### src/rtl/sym_fir_mac_engine.sv
// Symmetric/anti-symmetric FIR MAC: one output sample per start, NUM_PAIRS+4 cycles after iStart.
// No queuing: iStart is ignored while busy; a start in the oValid cycle is accepted.
module sym_fir_mac_engine #(
    parameter int WIDTH      = 16,
    parameter int DATA_WIDTH = 3,
    parameter int NUM_PAIRS  = 16,
    parameter int ACC_WIDTH  = 25,
    parameter int OUT_WIDTH  = 16,
    parameter int SHIFT      = 8
) (
    input  logic                              iClk12M,
    input  logic                              iRst,
    input  logic                              iStart,
    input  logic                              iAntiSym,
    output logic [$clog2(NUM_PAIRS+1)-1:0]    oTapIdx,
    input  logic signed [DATA_WIDTH-1:0]      iDelayHead,
    input  logic signed [DATA_WIDTH-1:0]      iDelayTail,
    input  logic signed [WIDTH-1:0]           iCoeff,
    output logic                              oBusy,
    output logic                              oValid,
    output logic signed [OUT_WIDTH-1:0]       oY,
    output logic                              oSat
);

    localparam int IDX_W  = $clog2(NUM_PAIRS + 1);
    localparam int PRE_W  = DATA_WIDTH + 1;
    localparam int PROD_W = WIDTH + DATA_WIDTH + 1;

    localparam logic [1:0] ST_IDLE  = 2'd0;
    localparam logic [1:0] ST_RUN   = 2'd1;
    localparam logic [1:0] ST_DRAIN = 2'd2;
    localparam logic [1:0] ST_OUT   = 2'd3;

    localparam logic [IDX_W-1:0]       CENTRE_IDX = IDX_W'(NUM_PAIRS);
    localparam logic signed [ACC_WIDTH:0] RND_BIAS = (ACC_WIDTH+1)'(2 ** (SHIFT - 1));
    localparam logic signed [ACC_WIDTH:0] Y_MAX    = (ACC_WIDTH+1)'(2 ** (OUT_WIDTH - 1) - 1);
    localparam logic signed [ACC_WIDTH:0] Y_MIN    = (ACC_WIDTH+1)'(-(2 ** (OUT_WIDTH - 1)));

    logic [1:0]                  state;
    logic [IDX_W-1:0]            tap_idx;
    logic                        anti;
    logic                        drain_cnt;
    logic                        busy;

    logic signed [PRE_W-1:0]     pre_q;
    logic signed [WIDTH-1:0]     coeff_q;
    logic                        pre_vld;
    logic signed [PROD_W-1:0]    prod_q;
    logic                        prod_vld;
    logic signed [ACC_WIDTH-1:0] acc;

    logic signed [PRE_W-1:0]     head_x;
    logic signed [PRE_W-1:0]     tail_x;
    logic signed [PRE_W-1:0]     pre_d;
    logic signed [ACC_WIDTH:0]   rnd_sum;
    logic signed [ACC_WIDTH:0]   r_val;
    logic signed [OUT_WIDTH-1:0] y_d;
    logic                        sat_d;

    assign head_x = {iDelayHead[DATA_WIDTH-1], iDelayHead};
    assign tail_x = {iDelayTail[DATA_WIDTH-1], iDelayTail};

    // The centre tap has no mirror partner, so only the head symbol contributes.
    always_comb begin
        pre_d = head_x;
        if (tap_idx != CENTRE_IDX) begin
            pre_d = anti ? (head_x - tail_x) : (head_x + tail_x);
        end
    end

    // Round-half-up then arithmetic shift, one guard bit so the bias cannot overflow.
    always_comb begin
        rnd_sum = $signed({acc[ACC_WIDTH-1], acc}) + RND_BIAS;
        r_val   = rnd_sum >>> SHIFT;
        sat_d   = 1'b0;
        y_d     = r_val[OUT_WIDTH-1:0];
        if (r_val > Y_MAX) begin
            sat_d = 1'b1;
            y_d   = {1'b0, {(OUT_WIDTH-1){1'b1}}};
        end else if (r_val < Y_MIN) begin
            sat_d = 1'b1;
            y_d   = {1'b1, {(OUT_WIDTH-1){1'b0}}};
        end
    end

    always_ff @(posedge iClk12M) begin
        if (iRst) begin
            state     <= ST_IDLE;
            tap_idx   <= '0;
            anti      <= 1'b0;
            drain_cnt <= 1'b0;
            busy      <= 1'b0;
            pre_q     <= '0;
            coeff_q   <= '0;
            pre_vld   <= 1'b0;
            prod_q    <= '0;
            prod_vld  <= 1'b0;
            acc       <= '0;
            oValid    <= 1'b0;
            oY        <= '0;
            oSat      <= 1'b0;
        end else begin
            oValid   <= 1'b0;
            pre_vld  <= 1'b0;
            prod_vld <= pre_vld;

            if (pre_vld) begin
                prod_q <= PROD_W'(pre_q) * PROD_W'(coeff_q);
            end
            if (prod_vld) begin
                acc <= acc + ACC_WIDTH'(prod_q);
            end

            case (state)
                ST_IDLE: begin
                    if (iStart) begin
                        anti    <= iAntiSym;
                        acc     <= '0;
                        tap_idx <= '0;
                        busy    <= 1'b1;
                        state   <= ST_RUN;
                    end
                end
                ST_RUN: begin
                    pre_q   <= pre_d;
                    coeff_q <= iCoeff;
                    pre_vld <= 1'b1;
                    if (tap_idx == CENTRE_IDX) begin
                        tap_idx   <= '0;
                        drain_cnt <= 1'b0;
                        state     <= ST_DRAIN;
                    end else begin
                        tap_idx <= tap_idx + 1'b1;
                    end
                end
                ST_DRAIN: begin
                    drain_cnt <= 1'b1;
                    if (drain_cnt) begin
                        state <= ST_OUT;
                    end
                end
                default: begin
                    oY     <= y_d;
                    oSat   <= sat_d;
                    oValid <= 1'b1;
                    busy   <= 1'b0;
                    state  <= ST_IDLE;
                end
            endcase
        end
    end

    assign oTapIdx = tap_idx;
    assign oBusy   = busy;

endmodule
### config.mk
export PLATFORM = sky130hd
export DESIGN_NAME = sym_fir_mac_engine
export DESIGN_NICKNAME = d
export VERILOG_FILES = /design/src/rtl/sym_fir_mac_engine.sv
export SDC_FILE = /design/constraint.sdc
export NUM_CORES = 1
export LEC_CHECK = 0
export ABC_AREA = 1
export CAP_MARGIN = 20
export CORE_ASPECT_RATIO = 0.9
export CORE_UTILIZATION = 30
export DETAILED_ROUTE_END_ITERATION = 8
export GPL_TIMING_DRIVEN = 0
export SLEW_MARGIN = 20
export SYNTH_ARGS = -nofsm -noshare
export SYNTH_HDL_FRONTEND = slang
export SYNTH_SLANG_ARGS = --single-unit
### constraint.sdc
create_clock -name iClk12M -period 7.55 [get_ports iClk12M]
set_input_delay 1.1325 -clock iClk12M [delete_from_list [all_inputs] [get_ports iClk12M]]
set_output_delay 1.1325 -clock iClk12M [all_outputs]
set_load 0.02 [all_outputs]
-- Yosys cells after proc, flatten, opt, wreduce, memory -nomap -nowiden
Cells that the tools add are included.
- add/subtract/negate cells: 5
- $mul: 1
- order comparisons: 2
- eq/ne operators: 7
- mux-type cells: 22
- bitwise logic cells: 1
- reductions and logical operators: 10
- operators by type and width (cell ; count):
    25-bit 2-to-1 mux ; 3
    16-bit 2-to-1 mux ; 2
    25-bit by 9-bit adder with 26-bit output, second input constant ; 1
    25-bit by 20-bit adder with 25-bit output ; 1
    4-bit by 16-bit multiplier with 20-bit output ; 1
    18-bit by 16-bit greater-than comparator with 1-bit output, second input constant ; 1
    18-bit by 16-bit less-than comparator with 1-bit output, second input constant ; 1
    5-bit 2-to-1 mux ; 2
    5-bit case mux with 2 select lines ; 1
    4-bit 2-to-1 mux ; 2
    2-bit AND reduction ; 4
    1-bit 2-to-1 mux ; 6
    2-bit 2-to-1 mux ; 3
    2-bit != test, second input constant ; 3
    2-bit case mux with 3 select lines ; 1
    5-bit by 1-bit adder with 5-bit output, second input constant ; 1
    5-bit == test, second input constant ; 1
    5-bit != test, second input constant ; 1
    3-bit by 3-bit adder with 4-bit output ; 1
    1-bit case mux with 2 select lines ; 2
    2-bit nonzero test ; 2
    3-bit by 3-bit subtractor with 4-bit output ; 1
    3-bit AND reduction ; 1
    3-bit OR reduction ; 1
    other kinds (5) ; 5
- bits in registers: 95
- input port bits: 26
- output and inout bits: 24
- logic and storage cells: 62

-- Logic depth before layout (Yosys ltp)
- depth in word-level cells: 4
- gate-level depth with buffers: 21
- gate-level depth less buffers: 19

-- Worst setup path before layout
No wires, ideal clock.
- path type: reg2reg
- start: register pre_q[2]
- end: register prod_q[19]
- library setup time: 0.115 ns
- data arrival time: 3.766 ns
- data required time: 7.435 ns
- path slack: 3.669 ns
- cell stages (with the launch flop): 20
- buffers on the path: 2
- cells stage by stage: dfxtp_1 -> clkbuf_1 -> clkbuf_1 -> nand2_1 -> fa_1 -> fa_1 -> inv_1 -> fa_1 -> ha_1 -> fa_1 -> nand3_1 -> nand2_1 -> nand3_1 -> nand3_1 -> nand2_1 -> nand2_1 -> nand2_1 -> nand2_1 -> o21ai_0 -> inv_1
- word-level cells in the longest chain between the ends: 1
- RTL lines (element ; line ; text):
    start, declared ; 45 ; logic signed [PRE_W-1:0] pre_q;
    start signal, assigned ; 125 ; pre_q <= pre_d;
    4-bit by 16-bit multiplier with 20-bit output ; 108 ; prod_q <= PROD_W'(pre_q) * PROD_W'(coeff_q);
    end signal, assigned ; 108 ;
    end, declared ; 48 ; logic signed [PROD_W-1:0] prod_q;
No other way between the ends.
A chain may end at the register's enable or synchronous reset.

-- Worst setup path in the final report
Same ends and word-level chain as after synthesis.

==> reports/results.ini <==
[layout]
final_common_cell = nand2_1
final_cell_mix = nand2_1 (254), inv_1 (200), nor2_1 (193)
num_antenna_cells = 0
syn_to_final_growth_pct = 14.73
layout.nets = 1432
drive_gt1_frac = 0.05598
fillCellCount = 2964
final_core_util = 0.3521

[place]
place.gp.congestion = 0.8721
dpl.hpwl_um = 17370
port-buffer-count = 49

[worst_setup_path]
r2r_slack_ns = 3.17
worstPathArrival_ns = 4.64
worstReg2RegStart = pre_q[2]$_SDFFE_PP0P_
worstReg2RegEnd = prod_q[19]$_SDFFE_PP0P_
path_max_fanout = 10
crit_type = reg2reg
rr_worst_depth = 19
crit_required_ns = 7.80
cp-start-kind = flop
worstSetupEndpointType = flop

[route]
vias = 7651
wire_per_inst_um = 12.89
drc_errors = 0
wl_um = 21370
first_iter_violations = 406
ant_nets = 0
viasPerCell = 4.615
dr.pass1.iters = 5

[floorplanning]
ios = 50
die_h_um = 160.0
rows = 57
start_util = 0.3069
die_area_um2 = 28390
core_area_um2 = 27100
die_w_um = 177.5

[timing]
rsz0062_at_grt = false
hold_viol = 0
finClkSkew_ns = 0.01101
slew_violations = 0
fin_crit_sh = 0.5805
relSlewSlack = 0.5306
fin_crit_ns = 4.383
max_freq_mhz = 228.2
worst_slew_pin_slew_ns = 0.7042
setup_tns_ns = 0
setup_viol = 0

[clock_network]
root_buffer = clkbuf_16
clk_latency_ns = 0.36
cts_setup_buffers = 0
cts_buffers = 9
clock-sinks = 95
cts.htree.levels = 3
cts_hold_buf = 0
ctsResizeCount = 0
clkTransAtPathRegs_ns = 0.07
cts_tree = done
cts_buffer_depth = 2

[yosys]
async_reset_ff_frac = 0
synth-edff-count = 0
syn_inst = 1239
synth_top_area_share = 0.2287
synthXorXnorAreaFrac = 0.03370
yosys_warnings = 0
synth_ff_type = dfxtp_1
syn_nets = 1372
postSynthAreaPerCell_um2 = 6.712
syn_area_um2 = 8317
synth-compound-area-share = 0.1161
synth_mux_area_frac = 0.001204
yosys_register_bits = 95
synth_cell_type_count = 45
synthTopCellsByArea = dfxtp_1 (23%), nand2_1 (11%), ha_1 (11%), inv_1 (9.0%), nor2_1 (8.7%)
synth_fa_ha_area_frac = 0.1926
ys_seq_area_frac = 0.2287
yosys.area_share.simple = 0.3150
yosysTopAreaCell = dfxtp_1
synth_top_family_by_area = simple AND/OR/NAND/NOR gates

[min_path]
worst_hold_path_type = reg2reg
holdPathStages = 2
worstHoldStart = oY[0]$_SDFFE_PP0P_
min_to = oY[0]$_SDFFE_PP0P_

[status]
status = finished clean

[global_route]
grt_max_degree = 16
grt_pass1_vias = 7418
grt-ovfl-total = 0
antenna_found_initial = 0
grt_usage = 0.1598
grt_pass1_wl_um = 36710

[power]
ir_drop_mv = 0.1374
leakage_nw = 4.889
pwr_density_cell_nw_per_um2 = 226.9

[job]
cap_violations = 0

-- layer usage --
metal  global-route usage  vias to the layer above  wire, um
met5                    0                        -         0
met4              0.02875                        0       181
met3              0.02381                       12       789
met2               0.2603                      129      9730
met1               0.2237                     3480     10670
li1                     -                     4030         -
-- where the power goes --
group / total [W] / switching, W / leakage, nW / internal [W]
logic: 0.000973 / 0.000602 / 3.98 / 0.000371
registers: 0.000718 / 0.000110 / 0.774 / 0.000608
clock network: 0.000474 / 0.000216 / 0.136 / 0.000258
total: 0.00217 / 0.000928 / 4.89 / 0.00124
-- worst max-delay path, cell delays in order, from the launching register on --
cell and delay, ns:
dfxtp_1 0.31, clkbuf_1 0.33, clkbuf_1 0.42, nand2_1 0.15
fa_1 0.51, fa_1 0.54, inv_1 0.05, fa_1 0.45
ha_1 0.24, fa_1 0.41, nand3_1 0.10, nand2_1 0.11
nand3_1 0.10, nand3_1 0.13, nand2_1 0.09, nand2_1 0.06
nand2_1 0.06, nand2_1 0.04, o21ai_0 0.14, inv_1 0.05
-- how the worst max path moves through the flow --
stage	startpoint	end	cells past startpoint
final	pre_q[2]$_SDFFE_PP0P_	prod_q[19]$_SDFFE_PP0P_	19
after global routing	pre_q[2]$_SDFFE_PP0P_	prod_q[19]$_SDFFE_PP0P_	19
after CTS	pre_q[2]$_SDFFE_PP0P_	prod_q[19]$_SDFFE_PP0P_	19
after detailed placement	pre_q[2]$_SDFFE_PP0P_	prod_q[19]$_SDFFE_PP0P_	19
after global placement	pre_q[2]$_SDFFE_PP0P_	prod_q[19]$_SDFFE_PP0P_	19
after floorplan	pre_q[2]$_SDFFE_PP0P_	prod_q[19]$_SDFFE_PP0P_	19
-- cells in the mapped netlist (2+ instances only) --
cell type	n
a211oi_1	2
a21oi_1	74
a31oi_1	2
and2_1	2
buf_1	3
buf_12	2
clkbuf_1	23
clkbuf_8	2
clkinv_1	2
dfxtp_1	95
fa_1	35
ha_1	72
inv_1	200
nand2_1	254
nand2_2	12
nand2_4	5
nand3_1	57
nand3_2	13
nand4_1	16
nor2_1	193
nor2_2	6
nor2_4	5
nor3_1	11
o211ai_1	8
o21a_1	5
o21ai_0	67
o21ai_1	10
o21bai_1	6
or2_1	2
or2_2	10
xnor2_1	9
xor2_1	23
-- layout make-up --
class / instances / area [um^2] / share of cell area
plain buffers: 32 / 178.9 / 0.01875
repair buffers: 49 / 490.5 / 0.05140
clock inverters: 5 / 58.81 / 0.006163
flip-flops and latches: 95 / 1902 / 0.1993
clock buffers: 11 / 232.7 / 0.02439
inverters: 202 / 758.2 / 0.07946
well taps: 354 / 442.9 / 0.04642
multi-input cells: 910 / 5478 / 0.5741
-- logic make-up after synthesis --
group	after synthesis
compound gates	179
xor+xnor	32
fa+ha+maj	107
buf+inv	234
flops	95
mux	1
simple gates	591
-- per-stage QoR --
step	power [W]	std cells	setup slack [ns]	hold slack [ns]	instance area (um^2)
2_1_floorplan	0.001413	1239	3.669	0.4455	8317
3_3_place_gp	0.001690	1642	3.160	0.4558	9250
3_5_place_dp	0.001697	1642	3.162	0.4626	9250
4_1_cts	0.002183	1658	3.161	0.4744	9542
5_1_grt	0.002366	1658	2.838	0.4937	9542
6_report	0.002165	1658	3.167	0.4705	9542
-- flip-flops by register name (all words and copies together), names as in the netlist, 2 cells and up --
signal and count:
acc 25, prod_q 20, coeff_q 16, oY 16
oTapIdx 5, pre_q 4, state 2
Power figures use the tool's default switching activity.
